File: src/rtl/mul_add.sv
// mul_add: sequential shift-add multiply-accumulate, result = A*B + C.
//
// Companion to the divider: feeding it {divisor, quotient, remainder}
// rebuilds the dividend. It uses the same start/finish handshake as the
// divider. With CONST_TIME=0 it stops as soon as the remaining multiplier
// bits are all zero. That exposes a data-dependent timing leak for the
// side-channel experiments. CONST_TIME=1 is the reference behaviour.
//
// Ports:
//   clk          rising-edge clock
//   rst_n        asynchronous active-low reset
//   start        request, sampled only in IDLE
//   multiplicand operand A, captured when start is accepted
//   multiplier   operand B, captured when start is accepted
//   addend       accumulator seed C (zero-extended), captured with A and B
//   result       A*B+C, registered, updated only on completion
//   finish       one-cycle completion pulse, registered
//   busy         high while the FSM is not IDLE
//   cycles       iterations used by the last completed operation
module mul_add #(
    parameter int WIDTH      = 8,
    parameter bit CONST_TIME = 1'b1,
    localparam int CW        = $clog2(WIDTH + 1)
) (
    input  logic               clk,
    input  logic               rst_n,
    input  logic               start,
    input  logic [WIDTH-1:0]   multiplicand,
    input  logic [WIDTH-1:0]   multiplier,
    input  logic [WIDTH-1:0]   addend,
    output logic [2*WIDTH-1:0] result,
    output logic               finish,
    output logic               busy,
    output logic [CW-1:0]      cycles
);

    typedef enum logic [1:0] {
        IDLE = 2'd0,
        RUN  = 2'd1,
        DONE = 2'd2
    } state_t;

    state_t             state_q, state_d;
    logic [2*WIDTH-1:0] a_sh_q, a_sh_d;
    logic [WIDTH-1:0]   b_sh_q, b_sh_d;
    logic [2*WIDTH-1:0] acc_q, acc_d;
    logic [CW-1:0]      cnt_q, cnt_d;
    logic [2*WIDTH-1:0] result_q, result_d;
    logic               finish_q, finish_d;
    logic [CW-1:0]      cycles_q, cycles_d;

    logic [2*WIDTH-1:0] acc_sum;
    logic [CW-1:0]      cnt_inc;
    logic               last_iter;

    // The accumulator is 2*WIDTH bits. The largest value is
    // (2^W-1)^2 + (2^W-1) = 2^(2W) - 2^W, so no carry-out is needed.
    assign acc_sum = acc_q + (b_sh_q[0] ? a_sh_q : '0);
    assign cnt_inc = cnt_q + CW'(1);

    // In early-exit mode the run ends once no set multiplier bits remain
    // after this iteration. B=0 therefore still costs one iteration.
    assign last_iter = (cnt_q == CW'(WIDTH - 1)) ||
                       (!CONST_TIME && ((b_sh_q >> 1) == '0));

    always_comb begin
        state_d  = state_q;
        a_sh_d   = a_sh_q;
        b_sh_d   = b_sh_q;
        acc_d    = acc_q;
        cnt_d    = cnt_q;
        result_d = result_q;
        cycles_d = cycles_q;
        finish_d = 1'b0;

        case (state_q)
            IDLE: begin
                if (start) begin
                    a_sh_d  = {{WIDTH{1'b0}}, multiplicand};
                    b_sh_d  = multiplier;
                    acc_d   = {{WIDTH{1'b0}}, addend};
                    cnt_d   = '0;
                    state_d = RUN;
                end
            end
            RUN: begin
                acc_d  = acc_sum;
                a_sh_d = a_sh_q << 1;
                b_sh_d = b_sh_q >> 1;
                cnt_d  = cnt_inc;
                if (last_iter) begin
                    result_d = acc_sum;
                    cycles_d = cnt_inc;
                    finish_d = 1'b1;
                    state_d  = DONE;
                end
            end
            // DONE lasts one cycle. start is deliberately ignored here.
            DONE:    state_d = IDLE;
            default: state_d = IDLE;
        endcase
    end

    always_ff @(posedge clk or negedge rst_n) begin
        if (!rst_n) begin
            state_q  <= IDLE;
            a_sh_q   <= '0;
            b_sh_q   <= '0;
            acc_q    <= '0;
            cnt_q    <= '0;
            result_q <= '0;
            finish_q <= 1'b0;
            cycles_q <= '0;
        end else begin
            state_q  <= state_d;
            a_sh_q   <= a_sh_d;
            b_sh_q   <= b_sh_d;
            acc_q    <= acc_d;
            cnt_q    <= cnt_d;
            result_q <= result_d;
            finish_q <= finish_d;
            cycles_q <= cycles_d;
        end
    end

    assign result = result_q;
    assign finish = finish_q;
    assign cycles = cycles_q;
    assign busy   = (state_q != IDLE);

endmodule

File: config.mk
export PLATFORM = sky130hd
export DESIGN_NAME = mul_add
export DESIGN_NICKNAME = d
export VERILOG_FILES = /design/src/rtl/mul_add.sv
export SDC_FILE = /design/constraint.sdc
export NUM_CORES = 1
export LEC_CHECK = 0
export CAP_MARGIN = 30
export CELL_PAD_IN_SITES_DETAIL_PLACEMENT = 0
export CELL_PAD_IN_SITES_GLOBAL_PLACEMENT = 2
export CORE_UTILIZATION = 35
export CTS_CLUSTER_DIAMETER = 120
export DETAILED_ROUTE_END_ITERATION = 8
export GPL_ROUTABILITY_DRIVEN = 0
export PLACE_DENSITY = 0.81
export SLEW_MARGIN = 10
export SYNTH_ARGS = -nofsm -noshare
export SYNTH_HDL_FRONTEND = slang
export SYNTH_SLANG_ARGS = --single-unit
export TNS_END_PERCENT = 100
File: constraint.sdc
create_clock -name clk -period 3.6 [get_ports clk]
set_input_delay 0.54 -clock clk [delete_from_list [all_inputs] [get_ports clk]]
set_output_delay 0.54 -clock clk [all_outputs]
set_load 0.05 [all_outputs]
==> results.toml <==
[sta]
fmaxAchievable_ghz = 0.3845
layout_worst_path_cycle_share = 0.7225
worst_clock_skew_ns = 0.01627
timing_worst_slew_pin_value_ns = 0.5694
maxSlewHeadroom = 0.6204
unrepaired_setup_endpoints_after_global_routing = "no"
finalSetupTns_ns = 0
period_needed_ns = 2.601
slew_violations = 0
timing.final.ws_setup_ns = 0.9989
hold_violations = 0
setup_viol = 0

[logic_synthesis]
synth_top_cells_by_area = "sky130_fd_sc_hd__dfrtp_1 (45%), sky130_fd_sc_hd__ha_1 (5.4%), sky130_fd_sc_hd__nand2_1 (5.3%)"
yosys.area.top_type_share = 0.4519
syn-instance-count = 389
postSynthRegisterBits = 67
synth.cell_area_mm2 = 0.003710
syn_avg_cell_area_um2 = 9.537
synth_async_sr_flop_share = 1.000
yosys_most_used_dff = "sky130_fd_sc_hd__dfrtp_1"
yosysTopAreaCell = "sky130_fd_sc_hd__dfrtp_1"
synth_enable_flop_cells = 0
synth.lib_cells_used.distinct = 56
ys_warn_count = 0
mappedNetlistNets = 433
synth-seq-area-share = 0.4519

[clock_tree]
clock_tree_from_tritoncts = "done"
clock_insertion_delay_worst_skew_ns = 0.36
holdBufCountCts = 0
cts_htree_levels = 3
post_cts_resized = 0
postCtsSetupBuffers = 0
cts_max_path_buffers = 2
numClockSinks = 67
clkSlewWorstSetupHoldPaths_ns = 0.08
cts-root-buf = "sky130_fd_sc_hd__clkbuf_8"
numCtsBuffers = 9

[place]
detailedPlacementHpwl_um = 6179
post-place-cells = 557
dp_slack_ns = 0.9857
i_o_buffers = 48

[final_layout]
multi_input_comb_area_mm2 = 0.001896
drive_gt1_frac = 0.09361
postLayoutCoreUtil = 0.4399
n_fill_cell = 1017
num_antenna_cells = 0
layoutNonFillerInstCount = 574
ff_latch_area_mm2 = 0.001677
synthToLayoutAreaGrowth_pct = 21.86
finish.net_count = 477

[die]
boundaryPins = 49
die-area_mm2 = 0.01102
die-width_um = 105.0
placement_rows = 37
die_y_um = 105.0
core_area_mm2 = 0.01028
initial_utilization = 0.3610

[route]
detail_route.drc_violations = 0
drt_pass1_iterations = 4
via_count = 2985
route.detailed.wl_per_inst_um = 15.48
viasPerCell = 5.200
drt_wl_total_um = 8885
drt_iter0_markers = 122
drtAntennaViolNets = 0

[worst_setup_path]
path_delay_family = "compound AO/OA/AOI/OAI gates"
cp_class = "reg -> reg"
crit_path_max_incr_delay_ns = 0.50
r2r_start = "b_sh_q[0]"
worstPathCellList = "and2_1 > ha_1 > fa_1 > a21o_2 > a31oi_4 > or2_1 > a311o_1 > xnor2_1 > mux2_4"
crit-reg2reg-capture = "result[12]"
worstPathMaxFanout = 17
start_kind = "register"
critical_path_cell_with_the_highest_stage_delay = "sky130_fd_sc_hd__dfrtp_1"
register_to_register_setup_slack_ns = 1.0
cp_bufs_invs = 0
crit_path_required_time_ns = 3.85
crit_path_end_kind = "register"
arrival_ns = 2.85
worst-r2r-cell-count = 9

[run_status]
run_status = "completed"

[global_routing]
global_route.usage.total = 0.1750
antenna_found_initial = 0
global_route_wire_length_before_repair_um = 15040
gr-total-overflow = 0
grt_max_degree = 68
via_count_of_the_first_global_routing_pass = 2923

[power]
static-leakage-power_uw = 0.002009
cellPowerDensity_mw_per_mm2 = 765.6
post-layout-total-power_uw = 3461
worst_ir_drop_on_vdd_mv = 0.2476

[min_path]
hold_class = "in -> async"

[job]
drv_cap = 0
## cells by family (layout without fill, tap and decap cells)
group,count (synthesis),in the layout,synth area share
AOI/OAI and AO/OA,124,124,0.2310
xor gates and xnor gates,12,12,0.02833
adders and majority gates,17,17,0.05936
buffers and inverters,33,82,0.03878
DFF,67,67,0.4519
muxes,6,6,0.01821
and+or+nand+nor,130,130,0.1724
## per-stage QoR
| step | hold WS [ns] | instance area (um^2) |
|---|---|---|
| after floorplan | 0.2444 | 3710 |
| after global placement | 0.4597 | 4312 |
| after detailed placement | 0.4661 | 4312 |
| after CTS | 0.4064 | 4493 |
| after global routing | 0.04810 | 4521 |
| final | 0.05977 | 4521 |
## cells in the final DEF, fill, tap and decap left out, types with 7 or more instances in the layout
master and n:
sky130_fd_sc_hd__inv_1 9, sky130_fd_sc_hd__and2_1 23, sky130_fd_sc_hd__a31oi_1 8, sky130_fd_sc_hd__ha_1 16, sky130_fd_sc_hd__buf_4 8, sky130_fd_sc_hd__nand2_1 52, sky130_fd_sc_hd__clkdlybuf4s50_1 47, sky130_fd_sc_hd__nor3_1 8
sky130_fd_sc_hd__a21oi_1 26, sky130_fd_sc_hd__o21ai_0 34, sky130_fd_sc_hd__dfrtp_1 67, sky130_fd_sc_hd__nor2_1 12, sky130_fd_sc_hd__a22o_1 11, sky130_fd_sc_hd__nor2b_1 13, sky130_fd_sc_hd__clkbuf_8 9, sky130_fd_sc_hd__a22oi_1 11
sky130_fd_sc_hd__xnor2_1 7
## registers in the layout, indices dropped and copies added, names as in the netlist
| name | flops |
|---|---|
| a_sh_q | 16 |
| acc_q | 16 |
| result | 16 |
| b_sh_q | 8 |
| cnt_q | 4 |
| cycles | 4 |
| state_q | 2 |
| finish | 1 |
## synthesized netlist by cell type, types with 2 or more instances
cell type / instances
sky130_fd_sc_hd__o21bai_1: 2
sky130_fd_sc_hd__a21oi_1: 26
sky130_fd_sc_hd__nand2_1: 52
sky130_fd_sc_hd__nor2b_1: 13
sky130_fd_sc_hd__nor2_1: 13
sky130_fd_sc_hd__nand4_1: 4
sky130_fd_sc_hd__mux2_2: 2
sky130_fd_sc_hd__a221oi_1: 6
sky130_fd_sc_hd__inv_1: 9
sky130_fd_sc_hd__a2bb2oi_1: 2
sky130_fd_sc_hd__a22o_1: 11
sky130_fd_sc_hd__xor2_1: 5
sky130_fd_sc_hd__and2_1: 23
sky130_fd_sc_hd__a21o_1: 4
sky130_fd_sc_hd__nand3_1: 6
sky130_fd_sc_hd__xnor2_1: 7
sky130_fd_sc_hd__and3_1: 2
sky130_fd_sc_hd__buf_1: 3
sky130_fd_sc_hd__mux2i_1: 3
sky130_fd_sc_hd__a211o_1: 2
sky130_fd_sc_hd__nand2b_1: 2
sky130_fd_sc_hd__a31oi_1: 8
sky130_fd_sc_hd__a22oi_1: 11
sky130_fd_sc_hd__o21ai_0: 34
sky130_fd_sc_hd__nor3_1: 8
sky130_fd_sc_hd__ha_1: 16
sky130_fd_sc_hd__buf_6: 2
sky130_fd_sc_hd__o31ai_1: 3
sky130_fd_sc_hd__dfrtp_1: 67
sky130_fd_sc_hd__clkbuf_1: 17
## metal layers
layer  track usage  vias to the layer above  wire length (um)
li1              -                     1484                 -
met1        0.2530                     1450              4714
met4       0.06942                        0               153
met5             0                        -                 0
met2        0.2630                       40              3816
met3       0.02495                       11               200
## how the worst max path moves through the flow
stage                   start         end  slack [ns]  cells past startpoint
detailed placement  b_sh_q[0]  result[10]        0.99                      9
finish              b_sh_q[0]  result[12]         1.0                      9
global placement    b_sh_q[0]  result[12]        1.04                      9
CTS                 b_sh_q[0]  result[12]        0.97                      9
global route        b_sh_q[0]  result[14]        0.78                      9
floorplan           b_sh_q[0]  result[12]        1.11                     10
## layout make-up
type / count / area share
multi-input cells: 289 / 0.4193
clock buffers: 9 / 0.02740
flip-flops and latches: 67 / 0.3709
well taps: 136 / 0.03764
repair buffers: 57 / 0.1246
inverters: 9 / 0.007473
clock inverters: 7 / 0.01273
## report_power, final
| part | switching, uW | internal, uW | leakage, uW | total [uW] |
|---|---|---|---|---|
| clock network | 336 | 259 | 0.0000833 | 595 |
| logic | 1000 | 627 | 0.00106 | 1630 |
| registers | 205 | 1030 | 0.000867 | 1240 |
| total | 1540 | 1920 | 0.00201 | 3460 |
(Power assumes the default switching activity.)
